$ cat src/rtl/hazard_ctrl.sv
// Hazard unit for the five-stage MIPS pipeline: forwarding selects, load-use/branch stalls, multi-cycle EX sequencing.
// Optional stalled-cycle statistics counter enabled by defining HAZARD_STATS_EN.
module hazard_ctrl #(
   parameter int unsigned MULT_CYCLES = 4
) (
   input  logic       clk,
   input  logic       reset,
   input  logic [4:0] RsD,
   input  logic [4:0] RtD,
   input  logic [4:0] RsE,
   input  logic [4:0] RtE,
   input  logic [4:0] WriteRegE,
   input  logic [4:0] WriteRegM,
   input  logic [4:0] WriteRegW,
   input  logic       RegWriteE,
   input  logic       RegWriteM,
   input  logic       RegWriteW,
   input  logic       MemtoRegE,
   input  logic       MemtoRegM,
   input  logic       BranchD,
   input  logic       MultStartE,
   output logic [1:0] ForwardAE,
   output logic [1:0] ForwardBE,
   output logic       ForwardAD,
   output logic       ForwardBD,
   output logic       StallF,
   output logic       StallD,
   output logic       StallE,
   output logic       FlushE,
   output logic       MultBusy,
   output logic       MultDone
`ifdef HAZARD_STATS_EN
   ,
   output logic [31:0] StallCount
`endif
);

   localparam int unsigned CNT_W    = 4;
   localparam logic [CNT_W-1:0] CNT_INIT = CNT_W'(MULT_CYCLES - 2);

   typedef enum logic {
      S_IDLE = 1'b0,
      S_BUSY = 1'b1
   } state_t;

   state_t           r_state;
   state_t           w_state_nxt;
   logic [CNT_W-1:0] r_cnt;
   logic [CNT_W-1:0] w_cnt_nxt;
   logic             w_multstall;
   logic             w_mult_done;
   logic             w_mult_busy;
   logic             w_lwstall;
   logic             w_brstall;
   logic             w_stall_fd;

   // EX-stage forwarding: MEM result beats WB result, register 0 never forwards
   function automatic logic [1:0] fwd_sel(input logic [4:0] src,
                                          input logic       rw_m,
                                          input logic [4:0] wr_m,
                                          input logic       rw_w,
                                          input logic [4:0] wr_w);
      logic [1:0] sel;
      sel = 2'b00;
      if (src != 5'd0 && rw_m && wr_m == src) begin
         sel = 2'b10;
      end else if (src != 5'd0 && rw_w && wr_w == src) begin
         sel = 2'b01;
      end
      return sel;
   endfunction

   assign ForwardAE = fwd_sel(RsE, RegWriteM, WriteRegM, RegWriteW, WriteRegW);
   assign ForwardBE = fwd_sel(RtE, RegWriteM, WriteRegM, RegWriteW, WriteRegW);
   assign ForwardAD = (RsD != 5'd0) && RegWriteM && (WriteRegM == RsD);
   assign ForwardBD = (RtD != 5'd0) && RegWriteM && (WriteRegM == RtD);

   assign w_lwstall = MemtoRegE && (RtE != 5'd0) && ((RtE == RsD) || (RtE == RtD));
   assign w_brstall = BranchD &&
                      ((RegWriteE && (WriteRegE != 5'd0) &&
                        ((WriteRegE == RsD) || (WriteRegE == RtD))) ||
                       (MemtoRegM && (WriteRegM != 5'd0) &&
                        ((WriteRegM == RsD) || (WriteRegM == RtD))));

   always_ff @(posedge clk) begin
      if (reset) begin
         r_state <= S_IDLE;
         r_cnt   <= '0;
      end else begin
         r_state <= w_state_nxt;
         r_cnt   <= w_cnt_nxt;
      end
   end

   // Multi-cycle sequencer: the start cycle and BUSY cycles with cnt != 0 hold EX
   always_comb begin
      w_state_nxt = r_state;
      w_cnt_nxt   = r_cnt;
      w_multstall = 1'b0;
      w_mult_done = 1'b0;
      w_mult_busy = 1'b0;
      case (r_state)
         S_IDLE: begin
            if (MultStartE) begin
               w_multstall = 1'b1;
               w_state_nxt = S_BUSY;
               w_cnt_nxt   = CNT_INIT;
            end
         end
         S_BUSY: begin
            w_mult_busy = 1'b1;
            if (r_cnt != '0) begin
               w_multstall = 1'b1;
               w_cnt_nxt   = r_cnt - CNT_W'(1);
            end else begin
               w_mult_done = 1'b1;
               w_state_nxt = S_IDLE;
            end
         end
         default: begin
            w_state_nxt = S_IDLE;
            w_cnt_nxt   = '0;
         end
      endcase
   end

   // Hold beats flush so an instruction held in EX is never turned into a bubble
   assign w_stall_fd = w_lwstall || w_brstall || w_multstall;
   assign StallE     = !reset && w_multstall;
   assign StallF     = !reset && w_stall_fd;
   assign StallD     = !reset && w_stall_fd;
   assign FlushE     = !reset && (w_lwstall || w_brstall) && !w_multstall;
   assign MultBusy   = !reset && w_mult_busy;
   assign MultDone   = !reset && w_mult_done;

`ifdef HAZARD_STATS_EN
   logic [31:0] r_stall_count;

   always_ff @(posedge clk) begin
      if (reset) begin
         r_stall_count <= '0;
      end else if (StallF && (r_stall_count != '1)) begin
         r_stall_count <= r_stall_count + 32'd1;
      end
   end

   assign StallCount = r_stall_count;
`endif

endmodule

$ cat config.mk
export PLATFORM = sky130hd
export DESIGN_NAME = hazard_ctrl
export DESIGN_NICKNAME = d
export VERILOG_FILES = /design/src/rtl/hazard_ctrl.sv
export SDC_FILE = /design/constraint.sdc
export NUM_CORES = 1
export LEC_CHECK = 0
export ABC_CLOCK_PERIOD_IN_PS = 1740
export CAP_MARGIN = 0
export CORE_UTILIZATION = 45
export CTS_BUF_LIST = sky130_fd_sc_hd__clkbuf_8
export CTS_CLUSTER_SIZE = 24
export DETAILED_ROUTE_END_ITERATION = 6
export DONT_BUFFER_PORTS = 1
export GPL_TIMING_DRIVEN = 0
export HOLD_SLACK_MARGIN = 0.03
export SLEW_MARGIN = 20
export SYNTH_ARGS = -nofsm -noshare
export SYNTH_HDL_FRONTEND = slang
export SYNTH_SLANG_ARGS = --single-unit
export TNS_END_PERCENT = 5
$ cat constraint.sdc
create_clock -name clk -period 1.74 [get_ports clk]
set_clock_uncertainty 0.1 [all_clocks]
set_input_delay 0.174 -clock clk [delete_from_list [all_inputs] [get_ports clk]]
set_output_delay 0.174 -clock clk [all_outputs]
set_load 0.005 [all_outputs]
==> results of run 1 <==
[power by group through the flow]
stage	registers [mW]	clock network [mW]	logic [mW]
finish	0.137	0.221	0.315
global route	0.139	0.236	0.346
detailed placement	0.135	0	0.266
floorplan	0.133	0	0.233
global placement	0.134	0	0.257
CTS	0.134	0.228	0.302
[worst min-delay path by stage]
| stage | start | to | cells after the start |
|---|---|---|---|
| finish | MultStartE | r_cnt[2] | 3 |
| global route | MultStartE | r_cnt[2] | 3 |
| CTS | MultStartE | r_cnt[2] | 3 |
| detailed placement | MultStartE | r_cnt[2] | 3 |
| global placement | MultStartE | r_cnt[2] | 3 |
| floorplan | MultStartE | r_cnt[2] | 3 |
[routing by layer]
| metal | up-vias | GRT usage [%] | share of wire, % |
|---|---|---|---|
| li1 | 489 | - | - |
| met1 | 460 | 26.7 | 44 |
| met2 | 43 | 37.3 | 49 |
| met3 | 3 | 4.46 | 7.0 |
| met4 | 0 | 8.33 | 0.70 |
| met5 | - | 0 | 0 |
[cell families after synthesis]
kind of cell | Yosys count
compound gates | 15
xor+xnor | 50
fa+ha+maj | 2
buf+inv | 15
flops | 5
mux | 1
simple gates | 51
[flip-flops by register name, summed over array words and instances (netlist names)]
name     flops
r_state      1
r_cnt        4
[layout make-up]
| class | count | area [sq um] |
|---|---|---|
| multi-input cells | 119 | 947 |
| clock inverters | 1 | 5.00 |
| flip-flops and latches | 5 | 103 |
| plain buffers | 13 | 116 |
| repair buffers | 4 | 30.0 |
| well taps | 28 | 35.0 |
| clock buffers | 3 | 41.3 |
| fillers | 231 | 946 |
| inverters | 2 | 10.0 |
[cell usage in the layout, fill, tap and decap left out, types with 3 or more instances in the layout]
| cell | synthesis | routed |
|---|---|---|
| nand2_1 | 11 | 10 |
| buf_6 | 5 | 5 |
| xnor2_1 | 42 | 42 |
| buf_4 | 3 | 5 |
| clkbuf_2 | 0 | 3 |
| o311a_1 | 3 | 3 |
| dfxtp_1 | 5 | 3 |
| clkbuf_8 | 0 | 3 |
| or3_1 | 4 | 4 |
| nor2_1 | 7 | 7 |
| xor2_1 | 8 | 8 |
| nand3_1 | 6 | 6 |
| nand4_1 | 4 | 4 |
| a21oi_1 | 4 | 3 |
[metrics by stage]
| step | TNS, ns | setup WS [ns] | total power [mW] |
|---|---|---|---|
| after global routing | -0.0969 | -0.0571 | 0.720 |
| after global placement | -0.272 | -0.217 | 0.391 |
| final | -0.00246 | -0.00246 | 0.674 |
| after detailed placement | -0.311 | -0.234 | 0.400 |
| after CTS | 0 | 0.000539 | 0.664 |
| after floorplan | 0 | 0.0109 | 0.366 |
[worst reg2reg max path, stage by stage (launching register included)]
cell and delay (ns):
dfxtp_2 0.32, inv_4 0.07, ha_4 0.13, or3b_1 0.35, and2_1 0.19, a221oi_1 0.22
[timing repair]
| action | in CTS | in global routing |
|---|---|---|
| setup buffers | 4 | 0 |
| pin swaps | 5 | 3 |
| endpoints found under the setup margin | 4 | 3 |
| gates resized for setup | 20 | 6 |
==> impl_metrics.yaml, run 1 <==
status:
  status: "finished, violations left"
  violations: "setup timing"
route:
  wl_um: 2720
  via_count: 995
  drc: 0
  post_drt_wl_per_cell_um: 15.5
  viasPerCell: 5.69
  drtIter0Drc: 20
  first_pass_iters: 4
  drtAntennaViolNets: 0
logic_synthesis:
  synthSimpleGateAreaFrac_pct: 26.9
  post-synth-top-count-cell: "xnor2_1"
  yosysTopAreaCellShare_pct: 34.1
  synth_area_leaders: "xnor2_1 (34%), dfxtp_1 (9.3%), xor2_1 (6.5%)"
  yosys.area_share.xor_xnor_pct: 40.7
  synth_area_sq_um: 1080
  synth_fa_ha_area_share_pct: 2.32
  seq_area_frac_synth_pct: 9.29
  synthTopCellsByCount: "xnor2_1 (42), nand2_1 (11), xor2_1 (8)"
  async_flop_share_pct: 0
  ys_types: 34
  synthCells: 139
  synth-seq-cells: 5
  syn_nets: 185
  synth-main-ff-cell: "dfxtp_1"
  synth_compound_area_share_pct: 10.1
  yosys_warnings: 0
  synth-edff-count: 0
  synth_top_family_by_area: "XOR/XNOR gates"
  synth.avg_cell_area_sq_um: 7.75
  synth_top_cell_by_area: "xnor2_1"
  synth_mux_area_share_pct: 0.929
clock_network:
  clock_latency_ns: 0.23
  cts_tree: "built"
  h-tree-depth: 1
  cts_max_path_buffers: 2
  cts_buffers: 3
  clock-sinks: 5
  cts_hold_buf: 0
  clk_pin_slew_ns: 0.04
  root_buffer: "clkbuf_8"
worst_setup_path:
  crit_required_ns: 1.47
  crit_chain: "buf_8, or4_4, nor2_4, nor2b_2, a22oi_2, a31oi_4, buf_6"
  r2r_cells: 5
  path_depth: 7
  cpPeakStageDelay_ns: 0.53
  crit_slowest_cell: "or4_4"
  endpoint: "StallF"
  critPathTopFamily: "simple AND/OR/NAND/NOR gates"
  r2r-start: "r_cnt[1]"
  worst_setup_path_start_kind: "primary input"
  cp-end-kind: "output pin"
  critPathArrivalTime_ns: 1.47
  r2r_end: "r_cnt[1]"
  startpoint: "RtE[3]"
  path_buf_inv: 2
  rrSetupSlack_ns: 0.27
  crit_type: "primary input to output pin"
  path_max_fanout: 2
global_route:
  grt-ovfl-total: 0
  grt_pass1_wl_um: 4230
  grt_max_degree: 10
  antenna_found_initial: 0
  grt_usage_pct: 21.9
  first_global_vias: 965
placed_design:
  port_buffers: 0
  place_congestion: 0.825
  dpl_cell_area_sq_um: 1110
  post-dp-hpwl_um: 2150
  place_inst: 167
floorplanning:
  die_h_um: 50.9
  core_region_area_sq_um: 2230
  die_area_sq_um: 2590
  boundaryPins: 56
  fp.dieW_um: 50.9
  num_rows: 17
  start_util_pct: 48.2
power_and_ir_drop:
  switching_share_pct: 32.3
  p_leak_nw: 0.415
  pwr-share-seq_pct: 20.3
  pwr-share-clk_pct: 32.9
  combPwrFrac_pct: 46.8
  p_switching_mw: 0.218
  p_int_mw: 0.456
  powerDensity_nw_per_um2: 523
  ir_drop_uv: 460
run:
  drv_cap: 0
min_path:
  min_path_type: "primary input to flop"
layout:
  layout.nets: 194
  syn_to_final_growth_pct: 19.5
  stdcell_count: 175
  antenna_cells: 0
  fin_util_pct: 57.6
  design_area_sq_um: 1290
  drive_gt1_share_pct: 25.9
timing:
  hold_viol: 0
  max_slew_margin_pct: 70.1
  post-route-period-util_pct: 100
  finalSetupViolations: 1
  fmax_mhz: 574
  hold_ws_ns: 0.0633
  tightestPinTransition_ns: 0.444
  setup_ws_ns: -0.00246
  rsz0062_at_grt: "true"
  min_period_ns: 1.74
  slew_violations: 0
No activity file was read; power rests on OpenSTA's default activity.
==> run 2: changes to the inputs <==
- ABC_CLOCK_PERIOD_IN_PS: 1740 -> 1700
- RECOVER_POWER: not set -> 100
- clock period: 1.74 -> 1.7 ns (I/O delays scaled with it)
==> impl_metrics.yaml, run 2 (synthesized netlist as in run 1, its figures left out) <==
global_route:
  grt_pass1_wl_um: 4460
  antenna_found_initial: 0
  first_global_vias: 1043
  grt_max_degree: 10
  grt_usage_pct: 22.7
  grt-ovfl-total: 0
power_and_ir_drop:
  finalPower_mw: 0.693
  p_switching_mw: 0.219
  ir_drop_uv: 460
  pwr-share-seq_pct: 20.3
  p_leak_nw: 0.436
  pwr-share-clk_pct: 31.4
  switching_share_pct: 31.6
  p_int_mw: 0.474
  powerDensity_nw_per_um2: 527
  combPwrFrac_pct: 48.3
timing:
  max_slew_margin_pct: 67.9
  min_period_ns: 1.71
  slew_violations: 0
  rsz0062_at_grt: "true"
  post-route-period-util_pct: 100
  tightestPinTransition_ns: 0.477
  setup-tns-final_ns: -0.00582
  fmax_mhz: 586
  setup_ws_ns: -0.00582
  finalSetupViolations: 1
  hold_viol: 0
  hold_ws_ns: 0.0600
floorplanning:
  die_area_sq_um: 2590
  die_h_um: 50.9
  core_region_area_sq_um: 2230
  fp.dieW_um: 50.9
  start_util_pct: 48.2
  boundaryPins: 56
  num_rows: 17
layout:
  drive_gt1_share_pct: 26.5
  regMostFlops: "r_cnt"
  final_common_cell: "xnor2_1"
  reg.largest.list: "r_cnt: 4 flops, r_state: 1 flops"
  stdcell_count: 179
  syn_to_final_growth_pct: 22.1
  layout.cells.most_common_list: "xnor2_1 (42), nand2_1 (10), buf_4 (9)"
  largest_reg_flops: 4
  fin_util_pct: 58.9
  layout.nets: 198
  antenna_cells: 0
worst_setup_path:
  critPathTopFamily: "simple AND/OR/NAND/NOR gates"
  crit_slowest_cell: "or4_4"
  crit_type: "primary input to output pin"
  r2r_end: "r_cnt[1]"
  crit_required_ns: 1.43
  r2r-start: "r_cnt[1]"
  r2r_cells: 5
  path_buf_inv: 2
  rrSetupSlack_ns: 0.20
  cpPeakStageDelay_ns: 0.53
  worst_setup_path_start_kind: "primary input"
  path_max_fanout: 2
  critPathArrivalTime_ns: 1.44
  crit_chain: "buf_8, or4_4, nor2_4, nor2b_2, a22oi_2, a31oi_4, buf_6"
  cp-end-kind: "output pin"
run:
  drv_cap: 0
min_path:
  min_path_cells: 3
  holdPathEnd: "r_cnt[2]"
  hold_start: "MultStartE"
  min_path_type: "primary input to flop"
clock_network:
  h-tree-depth: 1
  clk_pin_slew_ns: 0.04
  cts_tree: "built"
  cts_max_path_buffers: 2
  root_buffer: "clkbuf_8"
  cts_hold_buf: 0
  clock-sinks: 5
  cts_buffers: 3
  clock_latency_ns: 0.22
route:
  drtIter0Drc: 19
  drtAntennaViolNets: 0
  via_count: 1005
  drc: 0
  first_pass_iters: 6
  post_drt_wl_per_cell_um: 15.6
  viasPerCell: 5.61
  wl_um: 2790
placed_design:
  place_inst: 167
  place_congestion: 0.782
  port_buffers: 0
  post-dp-hpwl_um: 2140
status:
  status: "finished, violations left"
  violations: "setup timing"
-- run 2: worst max-delay path by stage --
stage	from	end	slack, ns	depth (start not counted)
6_report	RtE[1]	StallF	-0.006	7
5_1_grt	r_cnt[1]	StallF	-0.08	7
4_1_cts	RtE[1]	StallF	-0.03	7
3_5_place_dp	WriteRegM[4]	StallF	-0.22	7
3_3_place_gp	WriteRegM[4]	StallF	-0.24	7
2_1_floorplan	RtE[3]	StallF	-0.009	7
-- run 2: layer usage --
layer	GRT usage, %	up-vias	share of wire [%]
met5	0	-	0
met4	6.94	0	1.1
met3	4.17	4	8.8
met2	41.2	48	49
met1	26.4	456	41
li1	-	497	-
-- run 2: cell type report --
type / instances / area (sq um)
multi-input cells: 119 / 943
fillers: 210 / 918
plain buffers: 13 / 116
flip-flops and latches: 5 / 105
repair buffers: 8 / 60.1
clock buffers: 3 / 41.3
well taps: 28 / 35.0
inverters: 2 / 10.0
clock inverters: 1 / 3.75
-- run 2: worst reg2reg max path: cells and delay by family, from the launching register on --
family,cells,cell delay (ns)
adders and majority gates,1,0.14
DFF,1,0.31
AOI/OAI and AO/OA,1,0.23
and+or+nand+nor,2,0.53
buffers and inverters,1,0.08
-- run 2: power by group through the flow --
stage	Clock, mW	Sequential [mW]	Combinational, mW
3_5_place_dp	0	0.138	0.271
6_report	0.218	0.141	0.335
3_3_place_gp	0	0.137	0.265
5_1_grt	0.233	0.142	0.368
2_1_floorplan	0	0.136	0.240
4_1_cts	0.223	0.138	0.317
-- run 2: metrics by stage --
stage / area (sq um) / setup slack, ns
global route: 1320 / -0.0758
finish: 1320 / -0.00582
global placement: 1120 / -0.235
floorplan: 1080 / -0.00893
detailed placement: 1120 / -0.222
CTS: 1280 / -0.0262
-- run 2: repair_timing --
action                     4_1_cts  5_1_grt
gates resized for setup         20        5
setup endpoints to repair        4        6
setup buffers                    6        2
pin swaps                        4        6
